**config.mk**
```make
export PLATFORM = sky130hd
export DESIGN_NAME = debug_unit_ctrl
export DESIGN_NICKNAME = d
export VERILOG_FILES = /design/src/rtl/debug_unit_ctrl.sv
export SDC_FILE = /design/constraint.sdc
export NUM_CORES = 1
export LEC_CHECK = 0
export CELL_PAD_IN_SITES_DETAIL_PLACEMENT = 1
export CELL_PAD_IN_SITES_GLOBAL_PLACEMENT = 1
export CORE_MARGIN = 2
export CORE_UTILIZATION = 39
export CTS_CLUSTER_SIZE = 20
export DETAILED_ROUTE_END_ITERATION = 12
export HOLD_SLACK_MARGIN = 0.03
export MAX_ROUTING_LAYER = met4
export PLACE_DENSITY_LB_ADDON = 0.1
export SKIP_CTS_REPAIR_TIMING = 1
export SLEW_MARGIN = 20
export SYNTH_ARGS = -nofsm -noshare
export SYNTH_HDL_FRONTEND = slang
export SYNTH_SLANG_ARGS = --single-unit
```
**constraint.sdc**
```tcl
create_clock -name i_clock -period 8.2 [get_ports i_clock]
set_input_delay 2.46 -clock i_clock [delete_from_list [all_inputs] [get_ports i_clock]]
set_output_delay 2.46 -clock i_clock [all_outputs]
set_load 0.005 [all_outputs]
```
**src/rtl/debug_unit_ctrl.sv**
```systemverilog
// Debug unit controller: host byte protocol for program load, run/step control
// and a full PC / cycle-count / register / data-memory dump back to the host.
module debug_unit_ctrl #(
   parameter int                 NB_DATA     = 32,
   parameter int                 NB_REG      = 5,
   parameter int                 NB_ADDR     = 8,
   parameter int                 N_MEM_WORDS = 16,
   parameter logic [NB_DATA-1:0] HALT_WORD   = 32'hFC000000
) (
   input  logic               i_clock,
   input  logic               i_reset,
   input  logic [7:0]         i_rx_data,
   input  logic               i_rx_valid,
   output logic [7:0]         o_tx_data,
   output logic               o_tx_valid,
   input  logic               i_tx_ready,
   input  logic               i_halt,
   input  logic [NB_ADDR-1:0] i_pc,
   input  logic [NB_ADDR-1:0] i_count_cycles,
   input  logic [NB_DATA-1:0] i_reg_data,
   input  logic [NB_DATA-1:0] i_mem_data,
   output logic [NB_DATA-1:0] o_inst_load,
   output logic [NB_ADDR-1:0] o_addr_inst_load,
   output logic               o_en_write,
   output logic               o_enable_pipe,
   output logic               o_debug_unit,
   output logic [NB_REG-1:0]  o_addr_reg,
   output logic               o_ctrl_read_debug_reg,
   output logic [NB_ADDR-1:0] o_addr_mem,
   output logic               o_ctrl_addr_debug_mem,
   output logic               o_enable_mem
);

   localparam int N_REGS  = 2 ** NB_REG;
   localparam int N_ITEMS = 2 + N_REGS + N_MEM_WORDS;
   localparam int IW      = $clog2(N_ITEMS);
   localparam int PAD     = NB_DATA - NB_ADDR;

   localparam logic [IW-1:0] ITEM_PC   = IW'(0);
   localparam logic [IW-1:0] ITEM_CYC  = IW'(1);
   localparam logic [IW-1:0] ITEM_REG0 = IW'(2);
   localparam logic [IW-1:0] ITEM_MEM0 = IW'(2 + N_REGS);
   localparam logic [IW-1:0] ITEM_LAST = IW'(N_ITEMS - 1);

   localparam logic [7:0] CMD_LOAD = 8'h4C;
   localparam logic [7:0] CMD_CONT = 8'h43;
   localparam logic [7:0] CMD_STEP = 8'h53;

   typedef enum logic [2:0] {
      S_IDLE, S_LOAD, S_LOAD_WR, S_RUN, S_STEP, S_RD_REQ, S_RD_LATCH, S_TX
   } state_t;

   state_t               state_q, state_d;
   logic [NB_DATA-1:0]   word_q, word_d;
   logic [1:0]           byte_cnt_q, byte_cnt_d;
   logic [NB_ADDR-1:0]   load_addr_q, load_addr_d;
   logic [IW-1:0]        item_q, item_d;
   logic [1:0]           byte_idx_q, byte_idx_d;
   logic [NB_DATA-1:0]   tx_word_q, tx_word_d;

   logic [7:0]           tx_data_q, tx_data_d;
   logic                 tx_valid_q, tx_valid_d;
   logic                 en_write_q, en_write_d;
   logic [NB_DATA-1:0]   inst_load_q, inst_load_d;
   logic [NB_ADDR-1:0]   addr_inst_q, addr_inst_d;
   logic                 enable_pipe_q, enable_pipe_d;
   logic                 debug_unit_q, debug_unit_d;
   logic [NB_REG-1:0]    addr_reg_q, addr_reg_d;
   logic                 rd_reg_q, rd_reg_d;
   logic [NB_ADDR-1:0]   addr_mem_q, addr_mem_d;
   logic                 rd_mem_q, rd_mem_d;
   logic                 en_mem_q, en_mem_d;

   function automatic logic [7:0] sel_byte(input logic [NB_DATA-1:0] w, input logic [1:0] idx);
      case (idx)
         2'd0:    return w[NB_DATA-1 -: 8];
         2'd1:    return w[NB_DATA-9 -: 8];
         2'd2:    return w[15:8];
         default: return w[7:0];
      endcase
   endfunction

   // Next-state logic for the command FSM, load assembler and dump sequencer
   always_comb begin
      state_d     = state_q;
      word_d      = word_q;
      byte_cnt_d  = byte_cnt_q;
      load_addr_d = load_addr_q;
      item_d      = item_q;
      byte_idx_d  = byte_idx_q;
      tx_word_d   = tx_word_q;
      case (state_q)
         S_IDLE: begin
            if (i_rx_valid) begin
               case (i_rx_data)
                  CMD_LOAD: begin
                     state_d    = S_LOAD;
                     word_d     = '0;
                     byte_cnt_d = 2'd0;
                  end
                  CMD_CONT: state_d = S_RUN;
                  CMD_STEP: begin
                     state_d    = i_halt ? S_RD_REQ : S_STEP;
                     item_d     = ITEM_PC;
                     byte_idx_d = 2'd0;
                  end
                  default:  state_d = S_IDLE;
               endcase
            end else begin
               state_d = S_IDLE;
            end
         end
         S_LOAD: begin
            if (i_rx_valid) begin
               word_d     = {word_q[NB_DATA-9:0], i_rx_data};
               byte_cnt_d = byte_cnt_q + 2'd1;
               if (byte_cnt_q == 2'd3) begin
                  state_d = S_LOAD_WR;
               end else begin
                  state_d = S_LOAD;
               end
            end else begin
               state_d = S_LOAD;
            end
         end
         S_LOAD_WR: begin
            if (word_q == HALT_WORD) begin
               state_d     = S_IDLE;
               load_addr_d = '0;
            end else begin
               state_d     = S_LOAD;
               load_addr_d = load_addr_q + NB_ADDR'(4);
            end
         end
         S_RUN: begin
            if (i_halt) begin
               state_d    = S_RD_REQ;
               item_d     = ITEM_PC;
               byte_idx_d = 2'd0;
            end else begin
               state_d = S_RUN;
            end
         end
         S_STEP: begin
            state_d    = S_RD_REQ;
            item_d     = ITEM_PC;
            byte_idx_d = 2'd0;
         end
         S_RD_REQ: state_d = S_RD_LATCH;
         S_RD_LATCH: begin
            state_d    = S_TX;
            byte_idx_d = 2'd0;
            if (item_q == ITEM_PC) begin
               tx_word_d = {{PAD{1'b0}}, i_pc};
            end else if (item_q == ITEM_CYC) begin
               tx_word_d = {{PAD{1'b0}}, i_count_cycles};
            end else if (item_q < ITEM_MEM0) begin
               tx_word_d = i_reg_data;
            end else begin
               tx_word_d = i_mem_data;
            end
         end
         S_TX: begin
            if (tx_valid_q && i_tx_ready) begin
               if (byte_idx_q == 2'd3) begin
                  byte_idx_d = 2'd0;
                  if (item_q == ITEM_LAST) begin
                     state_d = S_IDLE;
                     item_d  = ITEM_PC;
                  end else begin
                     state_d = S_RD_REQ;
                     item_d  = item_q + IW'(1);
                  end
               end else begin
                  state_d    = S_TX;
                  byte_idx_d = byte_idx_q + 2'd1;
               end
            end else begin
               state_d = S_TX;
            end
         end
         default: state_d = S_IDLE;
      endcase
   end

   // Output values decoded from the upcoming state so every output leaves a flop
   always_comb begin
      en_write_d    = 1'b0;
      inst_load_d   = '0;
      addr_inst_d   = '0;
      debug_unit_d  = 1'b0;
      enable_pipe_d = 1'b0;
      addr_reg_d    = '0;
      rd_reg_d      = 1'b0;
      addr_mem_d    = '0;
      rd_mem_d      = 1'b0;
      en_mem_d      = 1'b0;
      tx_valid_d    = 1'b0;
      tx_data_d     = 8'h00;
      case (state_d)
         S_LOAD: debug_unit_d = 1'b1;
         S_LOAD_WR: begin
            debug_unit_d = 1'b1;
            en_write_d   = 1'b1;
            inst_load_d  = word_d;
            addr_inst_d  = load_addr_d;
         end
         S_RUN, S_STEP: enable_pipe_d = 1'b1;
         S_RD_REQ, S_RD_LATCH: begin
            // Address is held through RD_LATCH so sync or async readers both work
            if (item_d >= ITEM_MEM0) begin
               addr_mem_d = NB_ADDR'(item_d - ITEM_MEM0);
               rd_mem_d   = 1'b1;
               en_mem_d   = 1'b1;
            end else if (item_d >= ITEM_REG0) begin
               addr_reg_d = NB_REG'(item_d - ITEM_REG0);
               rd_reg_d   = 1'b1;
            end else begin
               rd_reg_d = 1'b0;
            end
         end
         S_TX: begin
            tx_valid_d = 1'b1;
            tx_data_d  = sel_byte(tx_word_d, byte_idx_d);
         end
         default: debug_unit_d = 1'b0;
      endcase
   end

   // State, datapath and output registers
   always_ff @(posedge i_clock or posedge i_reset) begin
      if (i_reset) begin
         state_q       <= S_IDLE;
         word_q        <= '0;
         byte_cnt_q    <= 2'd0;
         load_addr_q   <= '0;
         item_q        <= '0;
         byte_idx_q    <= 2'd0;
         tx_word_q     <= '0;
         tx_data_q     <= 8'h00;
         tx_valid_q    <= 1'b0;
         en_write_q    <= 1'b0;
         inst_load_q   <= '0;
         addr_inst_q   <= '0;
         enable_pipe_q <= 1'b0;
         debug_unit_q  <= 1'b0;
         addr_reg_q    <= '0;
         rd_reg_q      <= 1'b0;
         addr_mem_q    <= '0;
         rd_mem_q      <= 1'b0;
         en_mem_q      <= 1'b0;
      end else begin
         state_q       <= state_d;
         word_q        <= word_d;
         byte_cnt_q    <= byte_cnt_d;
         load_addr_q   <= load_addr_d;
         item_q        <= item_d;
         byte_idx_q    <= byte_idx_d;
         tx_word_q     <= tx_word_d;
         tx_data_q     <= tx_data_d;
         tx_valid_q    <= tx_valid_d;
         en_write_q    <= en_write_d;
         inst_load_q   <= inst_load_d;
         addr_inst_q   <= addr_inst_d;
         enable_pipe_q <= enable_pipe_d;
         debug_unit_q  <= debug_unit_d;
         addr_reg_q    <= addr_reg_d;
         rd_reg_q      <= rd_reg_d;
         addr_mem_q    <= addr_mem_d;
         rd_mem_q      <= rd_mem_d;
         en_mem_q      <= en_mem_d;
      end
   end

   assign o_tx_data             = tx_data_q;
   assign o_tx_valid            = tx_valid_q;
   assign o_en_write            = en_write_q;
   assign o_inst_load           = inst_load_q;
   assign o_addr_inst_load      = addr_inst_q;
   assign o_enable_pipe         = enable_pipe_q;
   assign o_debug_unit          = debug_unit_q;
   assign o_addr_reg            = addr_reg_q;
   assign o_ctrl_read_debug_reg = rd_reg_q;
   assign o_addr_mem            = addr_mem_q;
   assign o_ctrl_addr_debug_mem = rd_mem_q;
   assign o_enable_mem          = en_mem_q;

endmodule

```
# Word level (Yosys, flattened, before mapping)
# Index checks and enable logic that the tools add are counted.
[totals] ff_bits=152 inputBits=93 out_inout_bits=68 wordCells=120
[op_classes] addsub=6 order_cmp=3 n_eq_ne=27 muxes=56 reduce_logical=10
[op_table] cell="$mux W32" n=8
[op_table] cell="$pmux W32 S2" n=1
[op_table] cell="$mux W8" n=6
[op_table] cell="$mux W6" n=6
[op_table] cell="$eq A32 B32 Y1 const B" n=1
[op_table] cell="$eq A3 B3 Y1 const B" n=8
[op_table] cell="$eq A8 B7 Y1 const B" n=3
[op_table] cell="$pmux W3 S8" n=1
[op_table] cell="$pmux W6 S4" n=1
[op_table] cell="$pmux W8 S3" n=1
[op_table] cell="$mux W2" n=9
[op_table] cell="$mux W3" n=6
[op_table] cell="$mux W5" n=3
[op_table] cell="$eq A3 B2 Y1 const B" n=4
[op_table] cell="$mux W1" n=11
[op_table] cell="$pmux W3 S3" n=1
[op_table] cell="$add A8 B3 Y8 const B" n=1
[op_table] cell="$pmux W2 S4" n=1
[op_table] cell="$reduce_or A2 Y1" n=4
[op_table] cell="$sub A6 B6 Y7 const B" n=1
[op_table] cell="$add A6 B1 Y6 const B" n=1
[op_table] cell="$eq A2 B2 Y1 const B" n=3
[op_table] cell="$eq A3 B1 Y1 const B" n=2
[op_table] cell="$eq A6 B1 Y1 const B" n=1
[op_table] cell="16 further kinds" n=18

# Longest topological paths before layout
[logic_depth] depth_word=9 mapped_depth=11 mapped_depth_nobuf=11

# Worst setup path before layout
# No wires, ideal clock.
[synth_timing] path_type="input to register" start="input i_rx_data[7]" end="register addr_reg_q[2], in the netlist o_addr_reg[2]" setup_ns=0.080 arrival_ns=4.374 t_required_ns=8.120 setup_slack_ns=3.746 stages=10 path_buffers=0 cell_sequence="and4bb_2 -> nand4_1 -> a32o_1 -> a32oi_1 -> inv_2 -> ha_1 -> inv_1 -> o2111ai_1 -> mux2_4 -> nor3b_2"
[synth_via] elab_chain_len=8 word_cells_on_any_way=18 cone_classes="add/sub: 1; order compare: 2; eq/ne: 5; mux: 9; reduce/logical: 1"
[synth_rtl] item="start: declaration" line_no="12" text="input logic [7:0] i_rx_data,"
[synth_rtl] item="$eq A8 B7 Y1 *" line_no="95" text="case (i_rx_data)"
[synth_rtl] item="$mux W6 *" line_no="95"
[synth_rtl] item="$mux W6 *" line_no="94" text="if (i_rx_valid) begin"
[synth_rtl] item="$pmux W6 S4 *" line_no="92" text="case (state_q)"
[synth_rtl] item="via item_d[1]" line_no="57" text="logic [IW-1:0] item_q, item_d;"
[synth_rtl] item="$sub A5 B2 Y5 / $ge A6 B2 Y1 (equally long branches)" line_no="216, 215"
[synth_rtl] item="$mux W5" line_no="215" text="end else if (item_d >= ITEM_REG0) begin"
[synth_rtl] item="$mux W5 *" line_no="211" text="if (item_d >= ITEM_MEM0) begin"
[synth_rtl] item="$mux W5 *" line_no="200" text="case (state_d)"
[synth_rtl] item="via addr_reg_d[2]" line_no="68" text="logic [NB_REG-1:0] addr_reg_q, addr_reg_d;"
[synth_rtl] item="end signal: assignment" line_no="267" text="addr_reg_q <= addr_reg_d;"
[synth_rtl] item="end: declaration" line_no="68"
# Mark *: on every way through the listed nets, which the timed path passes. The rest lies on a longest branch.
# A chain may end at the register's enable or synchronous reset.

# Final worst setup path
[layout_timing] start="input i_rx_data[2]" end="register addr_reg_q[4], in the netlist o_addr_reg[4]"
# Same word-level chain as after synthesis.

==> metrics.sh <==
RUN_STATUS='finished clean'
SYN_NETS=682
SETUP.WORST_PATH.END_CLASS='flip-flop'
MET1WIRELENGTH_UM=8034
SKEW_NS=0.007916
SYNTH-COMPOUND-AREA-SHARE_PCT=14.61
CTS-ROOT-TO-SINK-BUFFERS=2
FINAL.SETUP.TNS_NS=0
SETUP_VIOL=0
SYNTH_EDF_COUNT=0
SYNTH_CELL_TYPES=66
DESIGN.DIE.AREA_MM2=0.01817
IO_BUFFERS=160
DRCVIOLATIONCOUNT=0
WL_UM=17440
PATH_CLK_SLEW_NS=0.06
SYNTH_WARNINGS=0
FINALWORSTSETUPSLACK_NS=3.219
COUNT_OF_FILL_CELLS_ADDED_DURING_FILLER_INSERTION=1780
ACHIEVABLE_FREQ_MHz=200.8
PRECTSSETUPSLACK_NS=2.837
DR_TOTAL_VIAS=5068
FINAL_REPORT_MAX_SLEW_VIOLATION_COUNT=0
GLOBALROUTETOTALUTIL_PCT=20.98
SYNTH_TOP_FAMILY_BY_AREA='simple AND/OR/NAND/NOR gates'
REQUIRED_NS=8.54
DP_HPWL_UM=12610
MOST-COMMON-LAYOUT-CELLS='sky130_fd_sc_hd__clkdlybuf4s50_1, sky130_fd_sc_hd__dfrtp_1, sky130_fd_sc_hd__nand2_1, sky130_fd_sc_hd__mux2i_1, sky130_fd_sc_hd__and2_1'
LAYOUT_WORST_PATH_CYCLE_SHARE_PCT=60.74
CTS_TREE='done'
AREAGROWTHSYNTHTOFINISH_PCT=34.72
FINAL.MIN_CLOCK_PERIOD_NS=4.981
FINISH.NET_COUNT=834
ADDER_CELL_SHARE_OF_THE_SYNTHESIZED_AREA_PCT=1.501
CLOCK_INSERTION_DELAY_WORST_SKEW_NS=0.43
CORE_AREA_MM2=0.01664
WORST_HOLD_PATH_TYPE='reg2reg'
WORST_PATH_LARGEST_CELL_DELAY_NS=0.47
WORST_PIN_SLEW_NS=0.9427
IR_WORST_VDD_mV=0.1853
INTERNAL-POWER_W=0.001630
CRITPATHARRIVALTIME_NS=5.33
SETUP_REPAIR_AFTER_GLOBAL_ROUTING_MISSED_ITS_MARGIN='no'
NUMBER_OF_CELLS_TRAVERSED_BY_THE_WORST_HOLD_PATH=2
TIMING.CRITICAL_PATH.SLOWEST_STAGE_CELL='sky130_fd_sc_hd__clkdlybuf4s50_1'
CORE.ROWCOUNT=47
SYNTH.TOP_CELL.AREA_SHARE_PCT=56.65
POST-LAYOUT-TOTAL-POWER_W=0.002407
GRT_PASS1_VIAS=5592
GRT_FIRST_PASS_WIRELENGTH_UM=28770
SEQ_AREA_FRAC_SYNTH_PCT=56.65
CTS_HTREE_LEVELS=4
DIE_H_UM=134.8
MET2_LENGTH_UM=8596
AREA_USED_BY_MULTI_INPUT_COMBINATIONAL_LOGIC_MM2=0.002658
GPL_WTD_CONG=0.8005
POWER_PER_CELL_AREA_mW_PER_MM2=267.9
GRT_ANTENNA_BEFORE_REPAIR=0
SYNTH_TOP_AREA_CELL='sky130_fd_sc_hd__dfrtp_1'
SYNTH_XOR_XNOR_AREA_SHARE_PCT=0.6565
CLK_ROOT_BUFFER_CELL='sky130_fd_sc_hd__clkbuf_16'
R2R_CELLS=10
DRT.ANTENNA.VIOLATING_NETS=0
WORST_SETUP_PATH_START_KIND='input port'
NETLIST_INSTANCES=581
CLOCK_SINKS=151
YOSYS.AREA_SHARE.SIMPLE_PCT=15.96
SYNTH.AVG_CELL_AREA_UM2=11.48
TIMING.SETUP.CRITICAL_PATH_CLASS='in2reg'
DETAILEDROUTE.FIRSTITERATIONVIOLATIONS=234
ROUTEDWLPERCELL_UM=18.06
POWER.SWITCHING_FRACTION_PCT=32.27
TRITONCTS.NUM_BUFFERS=17
SYNTH.FF_LATCH_COUNT=151
PIN_COUNT_OF_THE_BIGGEST_NET_ENTERING_GLOBAL_ROUTING=77
FINAL_COMMON_CELL='sky130_fd_sc_hd__clkdlybuf4s50_1'
SYNTH.MUX.AREA_FRACTION_PCT=7.053
GLOBALROUTE.TOTALOVERFLOW=0
ROUTED_VIA_DENSITY=5.246
STATIC-LEAKAGE-POWER_nW=4.218
DRIVE_ABOVE_1_SHARE_PCT=8.981
FLOORPLAN.INITIALDENSITY_PCT=40.08
PATH_CELLS='clkdlybuf4s50_1, and4bb_1, nand4_1, a32o_1, a32oi_1, inv_2, ha_1, inv_1, o2111ai_1, mux2_4, nor3b_2'
TOP_LAYER_USED='met4'
SYN_AREA_MM2=0.006670
SYNTH_TOP_FLOP_CELL='sky130_fd_sc_hd__dfrtp_1'
DRT_FIRST_PASS_ITERS=4
ROUTE.MET3.WL_UM=623
TIMING.CRITICAL_PATH.FANOUT_MAX=6
WORST_SLEW_MARGIN_RELATIVE_TO_ITS_LIMIT_PCT=37.09
NUM_ANTENNA_CELLS=0
POST-ROUTE-UTIL_PCT=54.00
YOSYS-TOP-CELLS-AREA='sky130_fd_sc_hd__dfrtp_1, sky130_fd_sc_hd__mux2i_1, sky130_fd_sc_hd__a22o_1'
POWER_FRAC_COMB_PCT=26.4
MAX_CAP_VIOL_COUNT=0
P_SEQ_SHARE_PCT=41.7
POWER_FRAC_CLOCK_PCT=31.9
TOP_PORTS=161
LAYOUT.AREA.SEQ_MM2=0.003779
SYNTHARSTFLOPSHARE_PCT=100.0
POWER.NET_SWITCHING_W=0.0007768
DIE_WIDTH_UM=134.8
TIMING.FINAL.HOLD_VIOLATIONS=0
-- Yosys cell counts, drive strengths merged, types with 2 or more instances --
master / number
a211oi: 2
a21o: 2
a21oi: 4
a221o: 2
a22o: 35
a22oi: 8
a2bb2oi: 3
a31oi: 3
and2: 38
and3: 8
and4: 3
and4bb: 3
buf: 13
clkbuf: 19
dfrtp: 151
ha: 8
inv: 13
mux2: 3
mux2i: 42
nand2: 64
nand2b: 3
nand3: 6
nand3b: 2
nand4: 6
nor2: 34
nor2b: 4
nor3: 8
nor3b: 5
nor4: 7
o21a: 4
o21ai: 49
o32ai: 8
or3: 2
xnor2: 3
xor2: 2
-- layer usage --
metal / vias to the layer above / GRT usage [%]
met5: - / -
li1: 2378 / -
met3: 19 / 4.392
met4: 0 / 5.673
met2: 110 / 33.50
met1: 2561 / 27.36
-- critical path: cells and delay by family --
kind / cells / cell delay (ns)
AND/OR/NAND/NOR: 3 / 0.73
buffers and inverters: 3 / 0.66
adder cells (fa/ha/maj): 1 / 0.22
AO/OA/AOI/OAI: 3 / 0.89
multiplexers: 1 / 0.37
-- worst paths after layout --
path / from / end / slack [ns]
hold / removal: tx_word_q[23] / tx_word_q[23] / 0.50
hold reg to reg: tx_word_q[23] / tx_word_q[23] / 0.50
min in group asynchronous: i_reset / o_inst_load[20] / 2.51
setup / recovery: i_rx_data[2] / o_addr_reg[4] / 3.22
setup reg to reg: state_q[0] / o_addr_reg[4] / 5.24
max in group asynchronous: i_reset / o_addr_mem[6] / 4.30
-- cells by family after synthesis --
kind of cell | count (synthesis)
and+or+nand+nor | 197
DFF | 151
AOI/OAI and AO/OA | 130
buffers and inverters | 45
muxes | 45
adders and majority gates | 8
xor gates and xnor gates | 5
-- through the flow --
step | cell area (um^2) | instances | hold slack, ns
6_report | 8986 | 966 | 0.4956
3_3_place_gp | 8404 | 934 | 0.4739
3_5_place_dp | 8404 | 934 | 0.4812
5_1_grt | 8986 | 966 | 0.5224
2_1_floorplan | 6670 | 581 | 0.4552
4_1_cts | 8986 | 966 | 0.4995
-- power by group through the flow --
stage | registers [W] | clock network, W | logic [W]
after floorplan | 0.000959 | 0 | 0.000461
after global placement | 0.00101 | 0 | 0.000620
after detailed placement | 0.00101 | 0 | 0.000635
after CTS | 0.00100 | 0.000782 | 0.000640
after global routing | 0.00102 | 0.000818 | 0.000707
final | 0.00100 | 0.000768 | 0.000635
-- area by class of cell --
class | instances | area share [%]
Tap cell | 220 | 3.063
Clock inverter | 14 | 1.699
Timing Repair Buffer | 165 | 18.24
Inverter | 13 | 0.5987
Sequential cell | 151 | 42.05
Clock buffer | 18 | 4.776
Multi-Input combinational cell | 385 | 29.57
No activity file was read; power rests on OpenSTA's default activity.
